===== src/rtl/tanimoto_hit_collector_pkg.sv =====
// ---------------------------------------------------------------------------
// tanimoto_hit_collector_pkg
// Shared constants for the hit collector and its neighbours in the
// comparator/popcount pipeline: default ID widths, the packed pair-ID width,
// and the saturating increment used by the hit counter.
// ---------------------------------------------------------------------------
package tanimoto_hit_collector_pkg;

  localparam int DEF_REF_ID_WIDTH = 16;
  localparam int DEF_QRY_ID_WIDTH = 16;
  localparam int DEF_FIFO_DEPTH   = 32;

  // Pair ID is {qry_id, ref_id}; the query ID occupies the upper bits.
  localparam int PAIR_ID_WIDTH = DEF_QRY_ID_WIDTH + DEF_REF_ID_WIDTH;

  localparam logic [31:0] HIT_CNT_MAX = 32'hFFFF_FFFF;

  // Increment that sticks at the all-ones value instead of wrapping.
  function automatic logic [31:0] sat_inc32(input logic [31:0] v);
    return (v == HIT_CNT_MAX) ? v : v + 32'd1;
  endfunction

endpackage


===== src/rtl/tanimoto_hit_collector_if.sv =====
// ---------------------------------------------------------------------------
// tanimoto_hit_collector_if
// Hit-ID stream from the collector to the host-side DMA/stream sink.
//
// Handshake: a beat transfers on a clock edge where valid & ready are both 1.
// The master never waits for ready before raising valid, and once valid is
// high it holds valid and data unchanged until the beat transfers. The slave
// may raise or drop ready at any time; ready while valid is low has no effect.
//
//   data   master->slave  DATA_W  {qry_id, ref_id} of the current beat
//   valid  master->slave  1       data holds a beat
//   ready  slave->master  1       slave takes the beat on this edge
// ---------------------------------------------------------------------------
interface tanimoto_hit_collector_if #(
  parameter int DATA_W = tanimoto_hit_collector_pkg::PAIR_ID_WIDTH
) ();

  logic [DATA_W-1:0] data;
  logic              valid;
  logic              ready;

  modport master (output data, output valid, input ready);
  modport slave  (input data, input valid, output ready);

endinterface


===== src/rtl/tanimoto_hit_collector_hit_fifo.sv =====
// ---------------------------------------------------------------------------
// hit_fifo
// Synchronous first-word-fall-through FIFO: the head entry is on dout
// whenever empty is low, with no read latency. A push accepted in cycle N is
// on dout in cycle N+1 when the FIFO was empty.
//
//   clk, rst  clock, asynchronous active-high reset
//   flush     synchronous: drop all entries (pointers back to zero)
//   push/din  write request; accepted when not full, or when full with pop
//   pop       remove head; ignored while empty
//   dout      head entry (stale last value while empty)
//   full      DEPTH entries held
//   empty     no entries held
// ---------------------------------------------------------------------------
module hit_fifo #(
  parameter int WIDTH = 32,
  parameter int DEPTH = 32
) (
  input  logic             clk,
  input  logic             rst,
  input  logic             flush,
  input  logic             push,
  input  logic [WIDTH-1:0] din,
  input  logic             pop,
  output logic [WIDTH-1:0] dout,
  output logic             full,
  output logic             empty
);

  localparam int AW = $clog2(DEPTH);

  logic [WIDTH-1:0] mem_q [DEPTH];
  // One extra pointer bit distinguishes full from empty when addresses match.
  logic [AW:0]      wr_ptr_q;
  logic [AW:0]      rd_ptr_q;
  logic             do_push;
  logic             do_pop;

  assign empty   = (wr_ptr_q == rd_ptr_q);
  assign full    = (wr_ptr_q[AW] != rd_ptr_q[AW]) &&
                   (wr_ptr_q[AW-1:0] == rd_ptr_q[AW-1:0]);
  assign do_pop  = pop & ~empty;
  // When full, the slot being written is the one being popped this cycle.
  assign do_push = push & (~full | do_pop);
  assign dout    = mem_q[rd_ptr_q[AW-1:0]];

  always_ff @(posedge clk or posedge rst) begin
    if (rst) begin
      wr_ptr_q <= '0;
      rd_ptr_q <= '0;
      for (int i = 0; i < DEPTH; i++) mem_q[i] <= '0;
    end else if (flush) begin
      wr_ptr_q <= '0;
      rd_ptr_q <= '0;
    end else begin
      if (do_push) begin
        mem_q[wr_ptr_q[AW-1:0]] <= din;
        wr_ptr_q                <= wr_ptr_q + 1'b1;
      end
      if (do_pop) rd_ptr_q <= rd_ptr_q + 1'b1;
    end
  end

endmodule


===== src/rtl/tanimoto_hit_collector.sv =====
// ---------------------------------------------------------------------------
// tanimoto_hit_collector
// Follows the comparator's per-pair hit strobes, tracks the (query, ref)
// pair each strobe belongs to (ref is the fast index), buffers hit IDs in a
// FWFT FIFO and streams them out over a valid/ready interface.
//
//   clk         clock
//   rst         asynchronous active-high reset
//   i_Clear     sync start-of-job clear; latches i_RefCount/i_QryCount
//   i_RefCount  references per query
//   i_QryCount  queries in the job
//   i_Hit       comparator hit bit for the strobed pair
//   i_Valid     comparator strobe, one pair per cycle
//   out_if      hit-ID stream (data = {qry_id, ref_id})
//   o_HitCnt    hits accepted into the FIFO since clear (saturating)
//   o_Overflow  sticky: a hit was dropped because the FIFO was full
//   o_Done      all pairs seen and FIFO drained
// ---------------------------------------------------------------------------
module tanimoto_hit_collector
  import tanimoto_hit_collector_pkg::*;
#(
  parameter int REF_ID_WIDTH = DEF_REF_ID_WIDTH,
  parameter int QRY_ID_WIDTH = DEF_QRY_ID_WIDTH,
  parameter int FIFO_DEPTH   = DEF_FIFO_DEPTH,
  localparam int FIFO_AW     = $clog2(FIFO_DEPTH)
) (
  input  logic                     clk,
  input  logic                     rst,
  input  logic                     i_Clear,
  input  logic [REF_ID_WIDTH-1:0]  i_RefCount,
  input  logic [QRY_ID_WIDTH-1:0]  i_QryCount,
  input  logic                     i_Hit,
  input  logic                     i_Valid,
  tanimoto_hit_collector_if.master out_if,
  output logic [31:0]              o_HitCnt,
  output logic                     o_Overflow,
  output logic                     o_Done
);

  localparam int PAIR_W = QRY_ID_WIDTH + REF_ID_WIDTH;

  logic [REF_ID_WIDTH-1:0] ref_idx_q, ref_idx_d, ref_total_q;
  logic [QRY_ID_WIDTH-1:0] qry_idx_q, qry_idx_d, qry_total_q;
  logic [31:0]             hit_cnt_q, hit_cnt_d;
  logic                    ovf_q, ovf_d;

  logic              job_done;
  logic              strobe;
  logic              push_req;
  logic              push_ok;
  logic              pop;
  logic              fifo_full;
  logic              fifo_empty;
  logic [PAIR_W-1:0] fifo_dout;

  // A zero reference count means there are no pairs at all, even though the
  // query index never reaches a non-zero query count.
  assign job_done = (qry_idx_q == qry_total_q) || (ref_total_q == '0);

  // Clear wins over a strobe in the same cycle.
  assign strobe   = i_Valid & ~job_done & ~i_Clear;
  assign push_req = strobe & i_Hit;
  assign pop      = ~fifo_empty & out_if.ready & ~i_Clear;
  assign push_ok  = push_req & (~fifo_full | pop);

  always_comb begin
    ref_idx_d = ref_idx_q;
    qry_idx_d = qry_idx_q;
    hit_cnt_d = hit_cnt_q;
    ovf_d     = ovf_q;
    // Pair counters advance on every accepted strobe, hit or not, and even
    // when the hit is dropped.
    if (strobe) begin
      if (ref_idx_q == ref_total_q - REF_ID_WIDTH'(1)) begin
        ref_idx_d = '0;
        qry_idx_d = qry_idx_q + QRY_ID_WIDTH'(1);
      end else begin
        ref_idx_d = ref_idx_q + REF_ID_WIDTH'(1);
      end
    end
    if (push_ok) hit_cnt_d = sat_inc32(hit_cnt_q);
    if (push_req && !push_ok) ovf_d = 1'b1;
  end

  always_ff @(posedge clk or posedge rst) begin
    if (rst) begin
      ref_idx_q   <= '0;
      qry_idx_q   <= '0;
      ref_total_q <= '0;
      qry_total_q <= '0;
      hit_cnt_q   <= '0;
      ovf_q       <= 1'b0;
    end else if (i_Clear) begin
      ref_idx_q   <= '0;
      qry_idx_q   <= '0;
      ref_total_q <= i_RefCount;
      qry_total_q <= i_QryCount;
      hit_cnt_q   <= '0;
      ovf_q       <= 1'b0;
    end else begin
      ref_idx_q   <= ref_idx_d;
      qry_idx_q   <= qry_idx_d;
      hit_cnt_q   <= hit_cnt_d;
      ovf_q       <= ovf_d;
    end
  end

  hit_fifo #(
    .WIDTH (PAIR_W),
    .DEPTH (FIFO_DEPTH)
  ) u_hit_fifo (
    .clk   (clk),
    .rst   (rst),
    .flush (i_Clear),
    .push  (push_ok),
    .din   ({qry_idx_q, ref_idx_q}),
    .pop   (pop),
    .dout  (fifo_dout),
    .full  (fifo_full),
    .empty (fifo_empty)
  );

  assign out_if.data  = fifo_dout;
  assign out_if.valid = ~fifo_empty;
  assign o_HitCnt     = hit_cnt_q;
  assign o_Overflow   = ovf_q;
  // Built only from registered state; no path from i_Valid or ready.
  assign o_Done       = job_done & fifo_empty;

endmodule


===== src/flat_wrapper.sv =====
// flat-port wrapper written by rule: the top's interface ports become plain ports
module tanimoto_hit_collector_flat import tanimoto_hit_collector_pkg::*;
#(
  parameter int REF_ID_WIDTH = DEF_REF_ID_WIDTH,
  parameter int QRY_ID_WIDTH = DEF_QRY_ID_WIDTH,
  parameter int FIFO_DEPTH   = DEF_FIFO_DEPTH,
  localparam int FIFO_AW     = $clog2(FIFO_DEPTH)
)
  (clk, rst, i_Clear, i_RefCount, i_QryCount, i_Hit, i_Valid, o_HitCnt, o_Overflow, o_Done, out_if_data, out_if_valid, out_if_ready);
  tanimoto_hit_collector_if #(.DATA_W(32)) out_if_i ();
  input  logic clk;
  input  logic rst;
  input  logic i_Clear;
  input  logic [REF_ID_WIDTH-1:0] i_RefCount;
  input  logic [QRY_ID_WIDTH-1:0] i_QryCount;
  input  logic i_Hit;
  input  logic i_Valid;
  output logic [31:0] o_HitCnt;
  output logic o_Overflow;
  output logic o_Done;
  output wire logic [$bits(out_if_i.data)-1:0] out_if_data;
  output wire logic [$bits(out_if_i.valid)-1:0] out_if_valid;
  input wire logic [$bits(out_if_i.ready)-1:0] out_if_ready;
  assign out_if_data = out_if_i.data;
  assign out_if_valid = out_if_i.valid;
  assign out_if_i.ready = out_if_ready;
  tanimoto_hit_collector #(.REF_ID_WIDTH(REF_ID_WIDTH), .QRY_ID_WIDTH(QRY_ID_WIDTH), .FIFO_DEPTH(FIFO_DEPTH)) u_core (.clk(clk), .rst(rst), .i_Clear(i_Clear), .i_RefCount(i_RefCount), .i_QryCount(i_QryCount), .i_Hit(i_Hit), .i_Valid(i_Valid), .out_if(out_if_i), .o_HitCnt(o_HitCnt), .o_Overflow(o_Overflow), .o_Done(o_Done));
endmodule

===== config.mk =====
export PLATFORM = sky130hd
export DESIGN_NAME = tanimoto_hit_collector_flat
export DESIGN_NICKNAME = d
export VERILOG_FILES = /design/src/rtl/tanimoto_hit_collector_pkg.sv /design/src/rtl/tanimoto_hit_collector_if.sv /design/src/rtl/tanimoto_hit_collector_hit_fifo.sv /design/src/rtl/tanimoto_hit_collector.sv /design/src/flat_wrapper.sv
export SDC_FILE = /design/constraint.sdc
export NUM_CORES = 2
export LEC_CHECK = 0
export CAP_MARGIN = 20
export CORE_MARGIN = 10
export CORE_UTILIZATION = 35
export DETAILED_ROUTE_END_ITERATION = 6
export HOLD_SLACK_MARGIN = 0.06
export PLACE_DENSITY = 0.57
export SYNTH_ARGS = -nofsm -noshare
export SYNTH_HDL_FRONTEND = slang
export SYNTH_SLANG_ARGS = --single-unit

===== constraint.sdc =====
create_clock -name clk -period 72.3 [get_ports clk]
set_input_delay 14.46 -clock clk [delete_from_list [all_inputs] [get_ports clk]]
set_output_delay 14.46 -clock clk [all_outputs]
set_load 0.1 [all_outputs]

==> flow_summary.json <==
{
  "power.density_nw_per_um2": 22.5,
  "synth_top_cell_by_area": "dfrtp_1",
  "fin_util_pct": 40.3,
  "arrival_ps": 5820,
  "layout.nets": 3447,
  "grt_use_total_pct": 17.4,
  "worstPathCellList": "buf_4 -> buf_4 -> mux4_2 -> mux4_2 -> mux2_2 -> clkdlybuf4s50_1",
  "grt_pass1_wl_um": 216000,
  "synth.cell_area_um2": 52400,
  "cts_buffer_depth": 3,
  "crit_required_ps": 57840,
  "synth_common_cells": "dfrtp_1 (1,133), mux2_2 (1,076), mux4_2 (320)",
  "dr.pass1.iters": 5,
  "syn2layout_area_growth_pct": 14.0,
  "tns_ps": 0,
  "synth_cell_types": 55,
  "cts_resized": 0,
  "die_x_um": 407,
  "synth_ff_type": "dfrtp_1",
  "power.total_w": 0.00135,
  "portBuffers": 104,
  "fin_crit_ps": 20280,
  "post_drt_wl_per_cell_um": 26.6,
  "setup_violations": 0,
  "crit_fanout": 55,
  "synth-seq-cells": 1133,
  "drt-initial-drc-count": 1876,
  "dpl.hpwl_um": 77100,
  "pin_count": 105,
  "synth.yosys.seq_area_share_pct": 54.1,
  "syn-num-nets": 3463,
  "cts-root-buf": "clkbuf_16",
  "synth.most_common_cell": "dfrtp_1",
  "fin_worst_skew_ps": 33.1,
  "gp_congestion": 0.744,
  "critPathMaxStageDelay_ps": 1060,
  "vdd_drop_max_mv": 0.0204,
  "r2r_start": "u_core.u_hit_fifo.rd_ptr_q[4]$_DFFE_PP0P_",
  "die_y_um": 407,
  "insertion_delay_ps": 750,
  "grt_max_degree": 152,
  "synthTopCellsByArea": "dfrtp_1 (54%), mux2_2 (23%), mux4_2 (14%)",
  "drv_slew": 0,
  "setup_ws_ps": 52020,
  "yosysWarnings": 0,
  "num_rows": 141,
  "r2r_cells": 9,
  "postRouteAntennaNets": 0,
  "tightest_slew_ps": 1100,
  "cts_setup_buffers": 0,
  "fmax_mhz": 49.3,
  "end_kind": "primary output",
  "timing.rr.end": "u_core.u_hit_fifo.mem_q[55]$_DFFE_PP0P_",
  "coreArea_um2": 148000,
  "vias_per_cell": 5.48,
  "crit_type": "flop to primary output",
  "start_kind": "flop",
  "status": "complete, no violations",
  "rsz0062_at_grt": "false",
  "path_clk_slew_ps": 60,
  "cts_max_level": 3,
  "hold_buffers": 0,
  "holdPathEnd": "u_core.u_hit_fifo.mem_q[871]$_DFFE_PP0P_",
  "first_global_vias": 31500,
  "slowest_stage": "dfrtp_4",
  "clock_sinks": 1133,
  "critical_path.startpoint": "u_core.u_hit_fifo.rd_ptr_q[1]$_DFFE_PP0P_",
  "vias": 29700,
  "min_period_over_period_pct": 28.0,
  "netlist_instances": 3415,
  "start_util_pct": 35.4,
  "max_cap_viol_count": 0,
  "p_leak_nw": 27.5,
  "drc": 0,
  "dieArea_um2": 166000,
  "cts_buffers": 119,
  "cp_top_family": "buffers and inverters",
  "hp-class": "flop to flop",
  "fill_cells": 13600,
  "overflow": 0,
  "hold_viol": 0,
  "whs_ps": 479,
  "yosys.area.top_type_share_pct": 54.1,
  "slew_headroom_pct": 26.4,
  "avgSynthCellArea_um2": 15.3,
  "r2r_slack_ps": 67430,
  "synthArstFlopShare_pct": 100,
  "drive_gt1_share_pct": 49.7,
  "worstPathBufferInverterCount": 3,
  "synth_edf_count": 0,
  "antenna_found_initial": 1,
  "min-delay-start": "u_core.u_hit_fifo.mem_q[871]$_DFFE_PP0P_",
  "whs_path_depth": 2,
  "routed_wl_um": 144000,
  "cts_tree": "yes",
  "dp_slack_ps": 52720
}
tightest hold or removal path, delay by kind of cell, from the launching register on:
family | cells | cell delay, ps
flops | 1 | 330
compound gates | 1 | 60
simple gates | 1 | 50
power by group:
group / leakage (nW) / internal (W) / switching (W)
sequential: 15.7 / 0.000637 / 0.00000464
clock: 1.97 / 0.000362 / 0.000263
combinational: 9.74 / 0.0000292 / 0.0000502
total: 27.5 / 0.00103 / 0.000318
kinds of logic after synthesis:
group                      count (synthesis)  share of synthesized area, %
AOI/OAI and AO/OA                         96                          1.15
xor gates and xnor gates                  76                          1.27
adders and majority gates                 10                         0.239
buffers and inverters                    356                          2.78
DFF                                     1133                          54.1
muxes                                   1405                          37.1
and+or+nand+nor                          339                          3.41
registers in the layout (all words and copies together), names as in the netlist:
signal and flops:
u_core.ref_total_q 16, u_core.o_Overflow 1, u_core.qry_total_q 16, u_core.qry_idx_q 16, u_core.u_hit_fifo.mem_q 1024, u_core.o_HitCnt 32, u_core.u_hit_fifo.rd_ptr_q 6, u_core.u_hit_fifo.wr_ptr_q 6
u_core.ref_idx_q 16
placed cells by master (no fill, tap or decap), types with 7 or more instances in the layout:
cell type | synthesis | routed
mux2_2 | 1076 | 1076
nor3_1 | 32 | 29
nor2_1 | 68 | 61
clkbuf_1 | 188 | 23
nor2b_1 | 12 | 12
xnor2_1 | 34 | 34
nor4_1 | 22 | 22
nand3_4 | 0 | 20
o21ai_0 | 30 | 30
xor2_1 | 42 | 42
ha_1 | 10 | 10
mux4_2 | 320 | 320
nand3_1 | 50 | 30
clkbuf_8 | 0 | 31
or3_1 | 10 | 10
inv_1 | 16 | 15
dfrtp_1 | 1133 | 1128
or4_1 | 10 | 10
clkinv_2 | 0 | 24
nand2_1 | 65 | 65
bufinv_16 | 0 | 8
clkdlybuf4s50_1 | 0 | 103
and4_1 | 7 | 7
and3_1 | 17 | 14
o31ai_1 | 8 | 8
buf_16 | 0 | 8
a21oi_1 | 27 | 27
buf_4 | 0 | 83
clkbuf_16 | 0 | 119
nand4_1 | 17 | 17
final cells by class:
| cell class | instances | area [um2] | area share, % |
|---|---|---|---|
| timing repair buffer | 203 | 1980 | 3.31 |
| clock buffer | 173 | 3490 | 5.84 |
| tap | 1930 | 2410 | 4.04 |
| antenna | 1 | 2.50 | 0.00419 |
| multi-input combinational | 1926 | 22900 | 38.4 |
| inverter | 16 | 67.6 | 0.113 |
| clock inverter | 44 | 492 | 0.823 |
| sequential | 1133 | 28400 | 47.5 |
how the worst max path moves through the flow:
stage                                                 to  slack (ps)  cells past startpoint
after floorplan           u_core.o_HitCnt[0]$_DFFE_PP0P_       25930                      1
after global placement                   out_if_data[16]       52770                      6
after detailed placement                 out_if_data[16]       52720                      6
after CTS                                out_if_data[16]       51890                      6
after global routing                     out_if_data[16]       51790                      6
final                                    out_if_data[16]       52020                      6
per-layer routing:
metal  vias to the layer above  wire length, um  track usage [%]
met5                         -               13                0
met2                       555            68300             28.1
met3                       195             6300             3.28
li1                      12600                -                -
met4                         2             3250             4.22
met1                     16300            66200             24.3
stage by stage:
stage,instance area [um2],std cells
2_1_floorplan,52400,3415
5_1_grt,59700,5425
6_report,59700,5426
3_5_place_dp,55500,5195
4_1_cts,59500,5412
3_3_place_gp,55400,5192
(Power assumes the default switching activity.)
